--- config.mk ---
export PLATFORM = sky130hd
export DESIGN_NAME = backoff_mac_scheduler
export DESIGN_NICKNAME = d
export VERILOG_FILES = /design/src/rtl/backoff_mac_scheduler_pkg.sv /design/src/rtl/lfsr_prng.sv /design/src/rtl/backoff_mac_scheduler.sv
export SDC_FILE = /design/constraint.sdc
export NUM_CORES = 1
export LEC_CHECK = 0
export CAP_MARGIN = 40
export CORE_UTILIZATION = 40
export DETAILED_ROUTE_END_ITERATION = 8
export GPL_ROUTABILITY_DRIVEN = 1
export PLACE_DENSITY_LB_ADDON = 0.08
export SETUP_SLACK_MARGIN = 0.1
export SKIP_CTS_REPAIR_TIMING = 1
export SLEW_MARGIN = 30
export SYNTH_ARGS = -nofsm -noshare
export SYNTH_HDL_FRONTEND = slang
export SYNTH_SLANG_ARGS = --single-unit
--- constraint.sdc ---
create_clock -name clock -period 2.1 [get_ports clock]
set_input_delay 0.315 -clock clock [delete_from_list [all_inputs] [get_ports clock]]
set_output_delay 0.315 -clock clock [all_outputs]
set_load 0.03 [all_outputs]
--- src/rtl/backoff_mac_scheduler_pkg.sv ---
// mac_pkg: shared types and constants for the backscatter tag MAC.
//   state_t     - scheduler FSM states
//   LFSR_TAPS   - Galois feedback mask for the 16-bit PRNG
//   SLOT_W      - width of slot counters and backoff draws
//   lfsr_step() - one Galois LFSR advance
package mac_pkg;

    typedef enum logic [2:0] {
        IDLE,
        DRAW,
        BACKOFF,
        ARMED,
        TX,
        WAIT_ACK
    } state_t;

    localparam logic [15:0] LFSR_TAPS = 16'hB400;
    localparam int          SLOT_W    = 6;

    // Right-shifting Galois form: the bit shifted out selects the tap XOR.
    function automatic logic [15:0] lfsr_step(input logic [15:0] s);
        return {1'b0, s[15:1]} ^ (s[0] ? LFSR_TAPS : 16'h0000);
    endfunction

endpackage

--- src/rtl/lfsr_prng.sv ---
// lfsr_prng: free-running 16-bit Galois LFSR, reusable by any tag-side
// randomizer.
//   SEED  - reset value, must be nonzero or the register locks at zero
//   clock - advances on every rising edge
//   reset - asynchronous, active-high; reloads SEED
//   state - current LFSR contents
module lfsr_prng
    import mac_pkg::*;
#(
    parameter logic [15:0] SEED = 16'hACE1
) (
    input  logic        clock,
    input  logic        reset,
    output logic [15:0] state
);

    always_ff @(posedge clock or posedge reset) begin
        if (reset) begin
            state <= SEED;
        end else begin
            state <= lfsr_step(state);
        end
    end

endmodule

--- src/rtl/backoff_mac_scheduler.sv ---
// backoff_mac_scheduler: random-access MAC gate for the backscatter tag.
// Per packet it draws a random slot count, counts excitation triggers,
// opens mac_control_signal for exactly one trigger, then waits for an ACK
// and retries with binary exponential backoff up to MAX_RETRY times.
//   clock, reset        - main clock; asynchronous active-high reset
//   trigger_signal      - excitation/slot trigger (rising edges counted)
//   pkt_valid/pkt_ready - packet handshake; ready only in IDLE
//   tx_done             - end-of-transmission pulse from the modulator
//   ack_signal          - ACK pulse from the reader
//   mac_control_signal  - gate ANDed with trigger_signal upstream
//   tx_success/tx_drop  - one-cycle result pulses
//   retry_count         - attempt index of the current packet
//   slots_left          - remaining backoff slots (debug)
module backoff_mac_scheduler
    import mac_pkg::*;
#(
    parameter logic [15:0] LFSR_SEED   = 16'hACE1,
    parameter int          CW_MIN_LOG2 = 2,
    parameter int          CW_MAX_LOG2 = 6,
    parameter int          MAX_RETRY   = 4,
    parameter int          ACK_TIMEOUT = 64
) (
    input  logic                           clock,
    input  logic                           reset,
    input  logic                           trigger_signal,
    input  logic                           pkt_valid,
    output logic                           pkt_ready,
    input  logic                           tx_done,
    input  logic                           ack_signal,
    output logic                           mac_control_signal,
    output logic                           tx_success,
    output logic                           tx_drop,
    output logic [$clog2(MAX_RETRY+1)-1:0] retry_count,
    output logic [SLOT_W-1:0]              slots_left
);

    localparam int RETRY_W = $clog2(MAX_RETRY + 1);
    localparam int CW_W    = $clog2(CW_MAX_LOG2 + 1);
    localparam int CNT_W   = $clog2(ACK_TIMEOUT);

    // The timeout fires in the cycle whose increment brings the counter to
    // ACK_TIMEOUT-1, so the following DRAW (or the drop pulse) lands exactly
    // ACK_TIMEOUT cycles after the tx_done cycle.
    localparam logic [CNT_W-1:0] TIMEOUT_LAST = CNT_W'(ACK_TIMEOUT - 2);

    state_t               state_reg, state_next;
    logic [CW_W-1:0]      cw_reg, cw_next;
    logic [RETRY_W-1:0]   retry_next;
    logic [SLOT_W-1:0]    slots_next;
    logic [CNT_W-1:0]     ack_cnt_reg, ack_cnt_next;
    logic                 success_next, drop_next;
    logic                 mac_next, ready_next;
    logic                 trig_q_reg, trig_d_reg, trig_rise;
    logic [15:0]          lfsr_value;
    logic [SLOT_W-1:0]    cw_mask, draw;
    logic                 unused_lfsr_bits;

    lfsr_prng #(
        .SEED (LFSR_SEED)
    ) u_prng (
        .clock (clock),
        .reset (reset),
        .state (lfsr_value)
    );

    // Only the low slot bits feed the draw.
    assign unused_lfsr_bits = ^lfsr_value[15:SLOT_W];

    // Window mask (1<<cw)-1 built bitwise: bit gi is set when gi < cw.
    generate
        for (genvar gi = 0; gi < SLOT_W; gi++) begin : g_cw_mask
            assign cw_mask[gi] = (cw_reg > CW_W'(gi));
        end
    endgenerate

    assign draw = lfsr_value[SLOT_W-1:0] & cw_mask;

    // trigger_signal is sampled once before edge detection, so a rise seen
    // on the pin in cycle n is acted on at the edge closing cycle n+1.
    assign trig_rise = trig_q_reg & ~trig_d_reg;

    always_comb begin
        state_next   = state_reg;
        cw_next      = cw_reg;
        retry_next   = retry_count;
        slots_next   = slots_left;
        ack_cnt_next = ack_cnt_reg;
        success_next = 1'b0;
        drop_next    = 1'b0;
        case (state_reg)
            IDLE: begin
                if (pkt_valid) begin
                    cw_next    = CW_W'(CW_MIN_LOG2);
                    retry_next = '0;
                    state_next = DRAW;
                end
            end
            DRAW: begin
                slots_next = draw;
                state_next = BACKOFF;
            end
            BACKOFF: begin
                if (slots_left == '0) begin
                    state_next = ARMED;
                end else if (trig_rise) begin
                    slots_next = slots_left - 1'b1;
                end
            end
            ARMED: begin
                if (trig_rise) begin
                    state_next = TX;
                end
            end
            TX: begin
                if (tx_done) begin
                    ack_cnt_next = '0;
                    state_next   = WAIT_ACK;
                end
            end
            WAIT_ACK: begin
                ack_cnt_next = ack_cnt_reg + 1'b1;
                // ACK has priority over a coincident timeout.
                if (ack_signal) begin
                    success_next = 1'b1;
                    state_next   = IDLE;
                end else if (ack_cnt_reg == TIMEOUT_LAST) begin
                    if (retry_count == RETRY_W'(MAX_RETRY)) begin
                        drop_next  = 1'b1;
                        state_next = IDLE;
                    end else begin
                        retry_next = retry_count + 1'b1;
                        cw_next    = (cw_reg < CW_W'(CW_MAX_LOG2)) ? cw_reg + 1'b1 : cw_reg;
                        state_next = DRAW;
                    end
                end
            end
            default: begin
                state_next = IDLE;
            end
        endcase
    end

    // Gate and ready are loaded from the next-state decode so they track
    // the state register cycle for cycle while still being flops.
    assign mac_next   = (state_next == ARMED) || (state_next == TX);
    assign ready_next = (state_next == IDLE);

    always_ff @(posedge clock or posedge reset) begin
        if (reset) begin
            state_reg          <= IDLE;
            cw_reg             <= CW_W'(CW_MIN_LOG2);
            retry_count        <= '0;
            slots_left         <= '0;
            ack_cnt_reg        <= '0;
            trig_q_reg         <= 1'b0;
            trig_d_reg         <= 1'b0;
            mac_control_signal <= 1'b0;
            pkt_ready          <= 1'b1;
            tx_success         <= 1'b0;
            tx_drop            <= 1'b0;
        end else begin
            state_reg          <= state_next;
            cw_reg             <= cw_next;
            retry_count        <= retry_next;
            slots_left         <= slots_next;
            ack_cnt_reg        <= ack_cnt_next;
            trig_q_reg         <= trigger_signal;
            trig_d_reg         <= trig_q_reg;
            mac_control_signal <= mac_next;
            pkt_ready          <= ready_next;
            tx_success         <= success_next;
            tx_drop            <= drop_next;
        end
    end

endmodule

==> results.py <==
metrics = {
    "run_status": {
        "outcome": "finished, final reports clean",
    },
    "finish": {
        "area_growth_pct": 18.3,
        "n_antenna_cell": 0,
        "multi_input_area_um2": 948,
        "drive_gt1_share_pct": 17.4,
        "nets": 223,
        "largest_reg_flops": 16,
        "fill_cells": 470,
        "fin_area_um2": 2510,
        "seq_area_um2": 1090,
    },
    "critical_path": {
        "critPathCapture": "mac_control_signal$_DFF_PP0_",
        "cp.arrival_ns": 2.09,
        "cp-start-kind": "flip-flop",
        "cp.required_ns": 2.29,
        "cpPeakStageDelay_ns": 0.42,
        "r2r_slack_ns": 0.20,
        "reg2reg_depth": 6,
        "crit_fanout": 5,
        "reg2reg_from": "slots_left[0]$_DFFE_PP0P_",
        "r2r_end": "mac_control_signal$_DFF_PP0_",
        "startpoint": "slots_left[0]$_DFFE_PP0P_",
        "end_kind": "flip-flop",
        "worstSetupPathType": "reg -> reg",
        "crit_slowest_cell": "dfrtp_1",
        "crit_chain": "inv_1 > ha_1 > nor4b_4 > a31oi_1 > o311ai_4 > mux2_4",
    },
    "worst_hold_path": {
        "hold_path.class": "reg -> reg",
    },
    "timing": {
        "worst_pin_slew_ns": 0.545,
        "setup_viol": 0,
        "finalHoldViolations": 0,
        "fin_setup_tns_ns": 0,
        "fin_crit_ns": 1.90,
        "hold_ws_ns": 0.355,
        "rsz0062_at_grt": "yes",
        "finClkSkew_ns": 0.00594,
        "final_max_slew_viol_count": 0,
        "period_share_pct": 90.6,
        "timing.fmax_ghz": 0.526,
        "relSlewSlack_pct": 63.6,
    },
    "yosys": {
        "synth_cells": 179,
        "syn-num-nets": 196,
        "synth_cell_types": 51,
        "postSynth.asyncResetShare_pct": 100,
        "synthFlopType": "dfrtp_1",
        "synth-edff-count": 0,
        "seq_area_frac_synth_pct": 51.4,
        "synth-seq-cells": 43,
        "netlist_area_um2": 2120,
        "synth_area_per_cell_um2": 11.8,
        "yosysWarningCount": 0,
    },
    "placed_design": {
        "place_congestion": 0.764,
        "port_buffers": 18,
        "hpwl_um": 2730,
        "placed_area_um2": 2400,
    },
    "routing": {
        "viasPerCell": 5.19,
        "wl_per_cell_um": 13.9,
        "dr.pass1.iters": 4,
        "drt_iter0_markers": 45,
        "vias": 1438,
        "wl_um": 3860,
        "postRouteAntennaNets": 0,
        "drc": 0,
    },
    "floorplanning": {
        "die_area_um2": 5590,
        "dieWidth_um": 74.8,
        "num_rows": 26,
        "ioPinCount": 19,
        "die_y_um": 74.8,
        "core_um2": 5110,
        "initial_core_util_pct": 41.5,
    },
    "clocking": {
        "root_buffer": "clkbuf_8",
        "clockBufferDepth": 2,
        "insertion_delay_ns": 0.30,
        "clk_pin_slew_worst_paths_ns": 0.08,
        "clkSinkCount": 43,
        "cts_made_buffers": 5,
        "cts_tree": "yes",
        "htree_levels": 2,
    },
    "flow_run": {
        "drv_cap": 0,
    },
    "global_route": {
        "antenna_found_initial": 0,
        "grt_max_degree": 44,
        "grt-ovfl-total": 0,
        "grt_use_total_pct": 16.3,
        "grt_pass1_vias": 1414,
        "grt_pass1_wl_um": 6840,
    },
    "power_and_ir_drop": {
        "cellLeakagePower_nw": 1.08,
        "power_density_nw_per_um2": 1140,
        "ir_worst_vdd_v": 0.000420,
    },
}
## worst max-delay path: cells and delay by family (launching register included)
family | cells | cell delay (ns)
flip-flops | 1 | 0.42
AND/OR/NAND/NOR | 1 | 0.28
multiplexers | 1 | 0.33
AO/OA/AOI/OAI | 2 | 0.51
adder cells (fa/ha/maj) | 1 | 0.15
buffers and inverters | 1 | 0.10
## stage by stage
stage,cells,util [%],total power [mW],setup WS [ns]
3_3_place_gp,269,46.9,2.29,0.128
2_1_floorplan,179,-,2.01,0.223
5_1_grt,277,49.1,3.06,0.0913
4_1_cts,277,48.9,2.89,0.153
3_5_place_dp,269,46.9,2.30,0.0646
6_report,277,49.1,2.86,0.198
## placed cells by master (no fill, tap or decap), types with 3 or more instances in the layout
master            n
nor2b_1           3
nand2_1           9
dfstp_2          10
a31oi_1           5
a21oi_1           4
o221ai_1          4
clkdlybuf4s50_1  18
buf_4             6
o21ai_0          10
nor3_1            4
inv_1            15
mux2i_1           3
ha_1             11
o2bb2ai_1         5
nand3_1           4
clkbuf_8          7
xor2_1            3
dfrtp_1          33
nor2_1            8
## Yosys cell counts (3+ instances only)
master	count	share of area (%)
o2bb2ai_1	5	2.1
o221ai_1	4	1.7
a31oi_1	5	1.5
inv_1	15	2.7
ha_1	11	6.5
nand2_1	9	1.6
dfstp_2	10	12
nor2_1	8	1.4
dfrtp_1	33	39
nand3_1	4	0.95
o31ai_1	3	1.1
nor3_1	4	0.95
o21ai_0	10	2.4
nor2b_1	3	0.89
a21oi_1	5	1.2
mux2i_1	3	1.4
xor2_1	3	1.2
## power by group
part           total [mW]  switching (mW)  internal (mW)
Sequential           1.14           0.186          0.953
Clock               0.573           0.273          0.300
Combinational        1.15           0.625          0.524
## routing by layer
metal	GRT usage [%]	vias to the layer above	wire length [um]
met5	0	-	0
met4	5.03	0	55
met3	5.22	6	148
met2	25.6	31	1810
met1	21.7	688	1850
li1	-	713	-
## cell type report
| cell class | instances | share of cell area (%) |
|---|---|---|
| clock buffers | 8 | 3.99 |
| inverters | 15 | 2.25 |
| multi-input cells | 117 | 37.8 |
| flip-flops and latches | 43 | 43.4 |
| well taps | 70 | 3.49 |
| repair buffers | 24 | 8.99 |
## worst min path at each step
stage / start / cells after the start / end / slack, ns
finish: u_prng.state[8]$_DFF_PP0_ / 0 / u_prng.state[7]$_DFF_PP1_ / 0.36
global route: u_prng.state[8]$_DFF_PP0_ / 0 / u_prng.state[7]$_DFF_PP1_ / 0.36
detailed placement: u_prng.state[8]$_DFF_PP0_ / 0 / u_prng.state[7]$_DFF_PP1_ / 0.34
global placement: u_prng.state[12]$_DFF_PP0_ / 0 / u_prng.state[11]$_DFF_PP1_ / 0.34
floorplan: u_prng.state[9]$_DFF_PP0_ / 0 / u_prng.state[8]$_DFF_PP0_ / 0.33
CTS: u_prng.state[8]$_DFF_PP0_ / 0 / u_prng.state[7]$_DFF_PP1_ / 0.36
## cells by family (layout without fill, tap and decap cells)
logic type	Yosys count	in the layout	share of synthesized area [%]
XOR/XNOR	3	3	1.24
buffers and inverters	19	47	4.25
AO/OA/AOI/OAI	48	48	17.9
adder cells (fa/ha/maj)	11	11	6.50
AND/OR/NAND/NOR	51	51	16.6
multiplexers	4	4	2.13
flip-flops	43	43	51.4
Power figures use the tool's default switching activity.
